[config.mk]
export PLATFORM = sky130hd
export DESIGN_NAME = instr_fetch_unit_flat
export DESIGN_NICKNAME = d
export VERILOG_FILES = /design/src/rtl/instr_fetch_unit_if.sv /design/src/rtl/instr_fetch_unit.sv /design/src/flat_wrapper.sv
export SDC_FILE = /design/constraint.sdc
export NUM_CORES = 1
export LEC_CHECK = 0
export CORE_MARGIN = 3
export CORE_UTILIZATION = 49
export CTS_CLUSTER_SIZE = 14
export DETAILED_ROUTE_END_ITERATION = 10
export GPL_ROUTABILITY_DRIVEN = 0
export PLACE_DENSITY = 0.82
export SYNTH_ARGS = -nofsm -noshare
export SYNTH_HDL_FRONTEND = slang
export SYNTH_SLANG_ARGS = --single-unit
[constraint.sdc]
create_clock -name clk -period 4 [get_ports clk]
set_clock_uncertainty 0.15 [all_clocks]
set_input_delay 0.8 -clock clk [delete_from_list [all_inputs] [get_ports clk]]
set_output_delay 0.8 -clock clk [all_outputs]
set_load 0.1 [all_outputs]
[src/rtl/instr_fetch_unit_if.sv]
// Fetch-unit bus bundle: instruction-memory request/ack, decode valid/ready
// handshake and the redirect inputs returned by decode/execute.
interface instr_fetch_unit_if;
    logic        imem_req;
    logic [31:0] imem_addr;
    logic        imem_ack;
    logic [31:0] imem_rdata;
    logic [31:0] instr;
    logic        instr_valid;
    logic        instr_ready;
    logic [31:0] pc;
    logic [1:0]  pc_src;
    logic [31:0] imm;
    logic [31:0] rs1_val;
    logic        misaligned;

    modport master (
        output imem_req, imem_addr, instr, instr_valid, pc, misaligned,
        input  imem_ack, imem_rdata, instr_ready, pc_src, imm, rs1_val
    );

    modport slave (
        input  imem_req, imem_addr, instr, instr_valid, pc, misaligned,
        output imem_ack, imem_rdata, instr_ready, pc_src, imm, rs1_val
    );
endinterface

[src/rtl/instr_fetch_unit.sv]
// RISC-V fetch stage: holds the PC, fetches one word per iteration and hands
// it to decode; the next PC is selected from the redirect info on accept.
module instr_fetch_unit #(
    parameter logic [31:0] RESET_PC = 32'h0000_0000
) (
    input  logic                  clk,
    input  logic                  rst_n,
    instr_fetch_unit_if.master    bus
);

    localparam logic [31:0] NOP = 32'h0000_0013;

    typedef enum logic [1:0] {
        IDLE  = 2'd0,
        FETCH = 2'd1,
        ISSUE = 2'd2,
        HALT  = 2'd3
    } state_t;

    state_t      state_q, state_d;
    logic [31:0] pc_q, pc_d;
    logic [31:0] instr_q, instr_d;
    logic [31:0] next_pc;
    logic [31:0] jalr_target;

    // JALR clears bit0 before the alignment check, so only bit1 can fault
    always_comb begin
        jalr_target = (bus.rs1_val + bus.imm) & ~32'h0000_0001;
        case (bus.pc_src)
            2'b01:   next_pc = pc_q + bus.imm;
            2'b10:   next_pc = jalr_target;
            default: next_pc = pc_q + 32'd4;
        endcase
    end

    always_comb begin
        state_d = state_q;
        pc_d    = pc_q;
        instr_d = instr_q;
        case (state_q)
            IDLE: state_d = FETCH;
            FETCH: begin
                if (bus.imem_ack) begin
                    instr_d = bus.imem_rdata;
                    state_d = ISSUE;
                end
            end
            ISSUE: begin
                if (bus.instr_ready) begin
                    if (next_pc[1:0] != 2'b00) begin
                        state_d = HALT;
                    end else begin
                        pc_d    = next_pc;
                        state_d = FETCH;
                    end
                end
            end
            HALT: state_d = HALT;
            default: state_d = IDLE;
        endcase
    end

    always_ff @(posedge clk) begin
        if (!rst_n) begin
            state_q <= IDLE;
            pc_q    <= RESET_PC;
            instr_q <= NOP;
        end else begin
            state_q <= state_d;
            pc_q    <= pc_d;
            instr_q <= instr_d;
        end
    end

    // All outputs are decoded from registers only; HALT is the sticky fault
    assign bus.imem_req    = (state_q == FETCH);
    assign bus.imem_addr   = pc_q;
    assign bus.pc          = pc_q;
    assign bus.instr       = instr_q;
    assign bus.instr_valid = (state_q == ISSUE);
    assign bus.misaligned  = (state_q == HALT);

endmodule

[src/flat_wrapper.sv]
// flat-port wrapper written by rule: the top's interface ports become plain ports
module instr_fetch_unit_flat 
#(
    parameter logic [31:0] RESET_PC = 32'h0000_0000
)
  (clk, rst_n, bus_imem_req, bus_imem_addr, bus_instr, bus_instr_valid, bus_pc, bus_misaligned, bus_imem_ack, bus_imem_rdata, bus_instr_ready, bus_pc_src, bus_imm, bus_rs1_val);
  instr_fetch_unit_if bus_i ();
  input  logic clk;
  input  logic rst_n;
  output wire logic [$bits(bus_i.imem_req)-1:0] bus_imem_req;
  output wire logic [$bits(bus_i.imem_addr)-1:0] bus_imem_addr;
  output wire logic [$bits(bus_i.instr)-1:0] bus_instr;
  output wire logic [$bits(bus_i.instr_valid)-1:0] bus_instr_valid;
  output wire logic [$bits(bus_i.pc)-1:0] bus_pc;
  output wire logic [$bits(bus_i.misaligned)-1:0] bus_misaligned;
  input wire logic [$bits(bus_i.imem_ack)-1:0] bus_imem_ack;
  input wire logic [$bits(bus_i.imem_rdata)-1:0] bus_imem_rdata;
  input wire logic [$bits(bus_i.instr_ready)-1:0] bus_instr_ready;
  input wire logic [$bits(bus_i.pc_src)-1:0] bus_pc_src;
  input wire logic [$bits(bus_i.imm)-1:0] bus_imm;
  input wire logic [$bits(bus_i.rs1_val)-1:0] bus_rs1_val;
  assign bus_imem_req = bus_i.imem_req;
  assign bus_imem_addr = bus_i.imem_addr;
  assign bus_instr = bus_i.instr;
  assign bus_instr_valid = bus_i.instr_valid;
  assign bus_pc = bus_i.pc;
  assign bus_misaligned = bus_i.misaligned;
  assign bus_i.imem_ack = bus_imem_ack;
  assign bus_i.imem_rdata = bus_imem_rdata;
  assign bus_i.instr_ready = bus_instr_ready;
  assign bus_i.pc_src = bus_pc_src;
  assign bus_i.imm = bus_imm;
  assign bus_i.rs1_val = bus_rs1_val;
  instr_fetch_unit #(.RESET_PC(RESET_PC)) u_core (.clk(clk), .rst_n(rst_n), .bus(bus_i));
endmodule
==> impl_results.html <==
<table>
<tr><th>Metric</th><th>Value</th></tr>
<tr><th colspan="2">Outcome</th></tr>
<tr><td>Run status</td><td>complete, no violations</td></tr>
<tr><th colspan="2">Logic synthesis</th></tr>
<tr><td>Flip-flop and latch count after synthesis</td><td>66</td></tr>
<tr><td>Number of unique standard cell types used by synthesis</td><td>80</td></tr>
<tr><td>Proportion of register bits with asynchronous set or reset after synthesis</td><td>0%</td></tr>
<tr><td>Synthesized Nets</td><td>1,117</td></tr>
<tr><td>Yosys top cell area share</td><td>19.18%</td></tr>
<tr><td>EDFF count, synth</td><td>0</td></tr>
<tr><td>Post-synthesis cell type with the largest combined area</td><td>dfxtp_1</td></tr>
<tr><td>Post-Synthesis Mean Instance Area</td><td>7.259 µm²</td></tr>
<tr><td>Instance count of the mapped netlist</td><td>949</td></tr>
<tr><td>Total number of yosys warnings</td><td>0</td></tr>
<tr><td>Leading cell types by total area after synthesis</td><td>dfxtp_1 (19%), ha_1 (12%), a21oi_1 (8.8%)</td></tr>
<tr><td>Leading register cell type out of synthesis</td><td>dfxtp_1</td></tr>
<tr><td>Combined area of all synthesized cells</td><td>0.006889 mm²</td></tr>
<tr><td>Seq/Total Area, Yosys</td><td>19.18%</td></tr>
<tr><th colspan="2">Worst setup path</th></tr>
<tr><td>Cells on worst reg2reg path</td><td>10</td></tr>
<tr><td>Slack of the worst reg-to-reg path</td><td>0.82 ns</td></tr>
<tr><td>Worst Path Arrival</td><td>3.70 ns</td></tr>
<tr><td>Worst R2R End</td><td>u_core.bus.imem_addr[25]$_SDFFE_PN0P_</td></tr>
<tr><td>Worst Path Class, Setup</td><td>in -&gt; reg</td></tr>
<tr><td>Launch instance of the worst register-to-register path</td><td>u_core.bus.imem_addr[8]$_SDFFE_PN0P_</td></tr>
<tr><td>Cell with the largest stage delay on the worst path</td><td>clkdlybuf4s50_1</td></tr>
<tr><td>Largest stage delay, worst path</td><td>0.51 ns</td></tr>
<tr><td>Kind of start point of the critical path</td><td>input port</td></tr>
<tr><td>Cells traversed along the worst timing path</td><td>clkdlybuf4s50_1, inv_1, fa_1, nand2b_1, a21oi_1, nor3_1, o21a_1, o21ai_2, a31oi_1, o41ai_2, xnor2_1, o22ai_1</td></tr>
<tr><td>Maximum fanout encountered on the critical timing path</td><td>4</td></tr>
<tr><td>Critical path capture point type</td><td>flop</td></tr>
<tr><td>Worst endpoint required time</td><td>4.04 ns</td></tr>
<tr><th colspan="2">Die</th></tr>
<tr><td>Die area</td><td>0.01552 mm²</td></tr>
<tr><td>Initial Utilization</td><td>51.01%</td></tr>
<tr><td>Boundary Pins</td><td>201</td></tr>
<tr><td>Width of the die</td><td>124.6 µm</td></tr>
<tr><td>Area of the core</td><td>0.01351 mm²</td></tr>
<tr><td>DIE HEIGHT</td><td>124.6 µm</td></tr>
<tr><td>Row Count</td><td>42</td></tr>
<tr><th colspan="2">Clocking</th></tr>
<tr><td>Hold_buf cts</td><td>0</td></tr>
<tr><td>Post-cts sizing count</td><td>0</td></tr>
<tr><td>Maximum clock path buffer count</td><td>2</td></tr>
<tr><td>Number of buffers inserted during clock tree synthesis</td><td>9</td></tr>
<tr><td>Number of clock sinks</td><td>66</td></tr>
<tr><td>Clock-pin slew of the registers on the worst-case setup and hold paths</td><td>0.06 ns</td></tr>
<tr><td>Count of buffers added by post-CTS timing repair for setup</td><td>0</td></tr>
<tr><td>Worst-Skew Late Latency</td><td>0.34 ns</td></tr>
<tr><td>Number of levels the H-tree was split into</td><td>3</td></tr>
<tr><td>Clock tree from TritonCTS</td><td>built</td></tr>
<tr><td>CTS Root Buffer Type</td><td>clkbuf_16</td></tr>
<tr><th colspan="2">Timing</th></tr>
<tr><td>Final max-slew violation count</td><td>0</td></tr>
<tr><td>Period utilization</td><td>91.49%</td></tr>
<tr><td>Minimum clock period after layout</td><td>3.659 ns</td></tr>
<tr><td>Tightest Pin Transition</td><td>1.033 ns</td></tr>
<tr><td>Unrepaired setup endpoints after global routing</td><td>no</td></tr>
<tr><td>Max-slew headroom</td><td>30.89%</td></tr>
<tr><td>Max Fclk</td><td>0.2733 GHz</td></tr>
<tr><td>Smallest setup slack after layout</td><td>0.3405 ns</td></tr>
<tr><td>Final Setup Violations</td><td>0</td></tr>
<tr><td>Number of failing hold endpoints at the final stage</td><td>0</td></tr>
<tr><td>Setup tns final</td><td>0 ns</td></tr>
<tr><th colspan="2">Hold path</th></tr>
<tr><td>Hold Crit Depth</td><td>2</td></tr>
<tr><td>Worst Hold Endpoint</td><td>u_core.bus.instr[31]$_SDFFE_PN0P_</td></tr>
<tr><td>Type of the worst min-delay path</td><td>reg -&gt; reg</td></tr>
<tr><td>Hold Path Origin</td><td>u_core.bus.instr[31]$_SDFFE_PN0P_</td></tr>
<tr><th colspan="2">Power</th></tr>
<tr><td>Worst-case vdd ir drop</td><td>0.2087 mV</td></tr>
<tr><td>Static leakage</td><td>3.616 nW</td></tr>
<tr><td>Pwr per Cell Area</td><td>274.3 mW/mm²</td></tr>
<tr><th colspan="2">Detailed routing</th></tr>
<tr><td>Initial DRC Count</td><td>734</td></tr>
<tr><td>Drc violations</td><td>0</td></tr>
<tr><td>Routed wire length per instance</td><td>18.13 µm</td></tr>
<tr><td>Via Count</td><td>7,774</td></tr>
<tr><td>Final ANT Viol Nets</td><td>0</td></tr>
<tr><td>Detailed Routing Iterations Pass 1</td><td>5</td></tr>
<tr><td>Ratio of routed vias to standard cells</td><td>6.055</td></tr>
<tr><td>Sum of routed wire length over all layers</td><td>23,280 µm</td></tr>
<tr><th colspan="2">Placement</th></tr>
<tr><td>Placed wire-length estimate after detailed placement</td><td>17,520 µm</td></tr>
<tr><td>Quantity of I/O buffers inserted on ports</td><td>200</td></tr>
<tr><td>Placement-stage worst setup slack</td><td>0.02592 ns</td></tr>
<tr><th colspan="2">Final layout</th></tr>
<tr><td>Most common cell after layout, fill and taps aside</td><td>clkdlybuf4s50_1</td></tr>
<tr><td>Commonest cells after routing, fill and taps aside</td><td>clkdlybuf4s50_1 (199), nand2_1 (155), a21oi_1 (121), dfxtp_1 (66), ha_1 (64)</td></tr>
<tr><td>Share of layout cells above drive strength 1</td><td>5.596%</td></tr>
<tr><td>Syn-to-layout area delta</td><td>32.62%</td></tr>
<tr><td>Number of nets in the finished design</td><td>1,271</td></tr>
<tr><td>Diode insertion count for antenna repair</td><td>0</td></tr>
<tr><th colspan="2">GRT</th></tr>
<tr><td>Largest net degree at the start of global routing</td><td>46</td></tr>
<tr><td>Congestion Overflow GR</td><td>0</td></tr>
<tr><td>Antenna violations before repair</td><td>0</td></tr>
<tr><td>Total global-route track usage</td><td>28.61%</td></tr>
<tr><td>Vias in the first global route</td><td>7,453</td></tr>
<tr><td>First-pass GRT wire length</td><td>37,260 µm</td></tr>
<tr><th colspan="2">Run</th></tr>
<tr><td>Max-cap viol count</td><td>0</td></tr>
</table>
routing by layer:
metal	vias to the layer above	track usage [%]	routed length, µm
li1	3753	-	-
met4	0	9.800	592
met5	-	0	0
met2	446	46.82	10630
met3	54	6.089	2444
met1	3521	37.33	9615
through the flow:
step	util, %	hold slack [ns]	instance area (µm²)	power (mW)	cells
after floorplan	-	0.3364	6889	1.338	949
after global placement	65.24	0.2910	8811	1.608	1268
after detailed placement	65.24	0.2953	8811	1.618	1268
after CTS	67.65	0.3034	9136	2.495	1284
after global routing	67.65	0.3241	9136	2.597	1284
final	67.65	0.3021	9136	2.506	1284
worst max-delay path, delay by kind of cell:
kind,cells,cell delay (ns)
buf+inv,2,0.61
simple gates,2,0.30
fa+ha+maj,1,0.42
compound gates,6,1.40
xor+xnor,1,0.16
cell type report:
class | count | area [µm²]
fill | 1139 | 4369
clock buffer | 9 | 225.2
sequential | 66 | 1321
timing repair buffer | 220 | 2162
tap | 176 | 220.2
multi-input combinational | 778 | 5002
inverter | 28 | 105.1
clock inverter | 7 | 100.1
synthesized netlist by cell type (all sizes together) (7+ instances only):
| cell | n |
|---|---|
| o21a | 7 |
| xnor2 | 38 |
| a221oi | 17 |
| nand2b | 7 |
| clkbuf | 38 |
| o21bai | 7 |
| and2 | 8 |
| dfxtp | 66 |
| nor2b | 7 |
| and3 | 17 |
| inv | 28 |
| xor2 | 16 |
| a21o | 22 |
| a21oi | 123 |
| buf | 39 |
| nand2 | 155 |
| a31oi | 17 |
| nand3 | 31 |
| nand4 | 14 |
| ha | 64 |
| nor3 | 18 |
| a211oi | 10 |
| o21ai | 56 |
| o22ai | 7 |
| nor2 | 52 |
| o211ai | 10 |
cell families after synthesis:
logic type	after synthesis	synth area share, %
buf+inv	105	8.245
compound gates	322	30.64
fa+ha+maj	66	12.20
xor+xnor	54	6.865
flops	66	19.18
mux	5	0.7447
simple gates	331	22.12
power breakdown:
part / total [mW] / internal (mW) / switching [mW]
logic: 0.926 / 0.340 / 0.586
registers: 0.700 / 0.680 / 0.0194
clock network: 0.880 / 0.551 / 0.329
sequential cells by signal, summed over array words and instances (netlist names):
signal / cells
u_core.bus.imem_addr: 32
u_core.state_q: 2
u_core.bus.instr: 32
worst max path at each step:
stage / from / end / slack [ns] / depth (start not counted)
2_1_floorplan: u_core.bus.imem_addr[11]$_SDFFE_PN0P_ / u_core.bus.imem_addr[25]$_SDFFE_PN0P_ / 0.51 / 10
3_3_place_gp: bus_imm[1] / u_core.bus.imem_addr[28]$_SDFFE_PN0P_ / 0.10 / 12
3_5_place_dp: bus_imm[1] / u_core.bus.imem_addr[28]$_SDFFE_PN0P_ / 0.03 / 12
4_1_cts: bus_imm[1] / u_core.bus.imem_addr[28]$_SDFFE_PN0P_ / 0.38 / 12
5_1_grt: bus_imm[0] / u_core.bus.imem_addr[24]$_SDFFE_PN0P_ / 0.11 / 13
6_report: bus_imm[1] / u_core.bus.imem_addr[28]$_SDFFE_PN0P_ / 0.34 / 12
No activity file was read; power rests on OpenSTA's default activity.
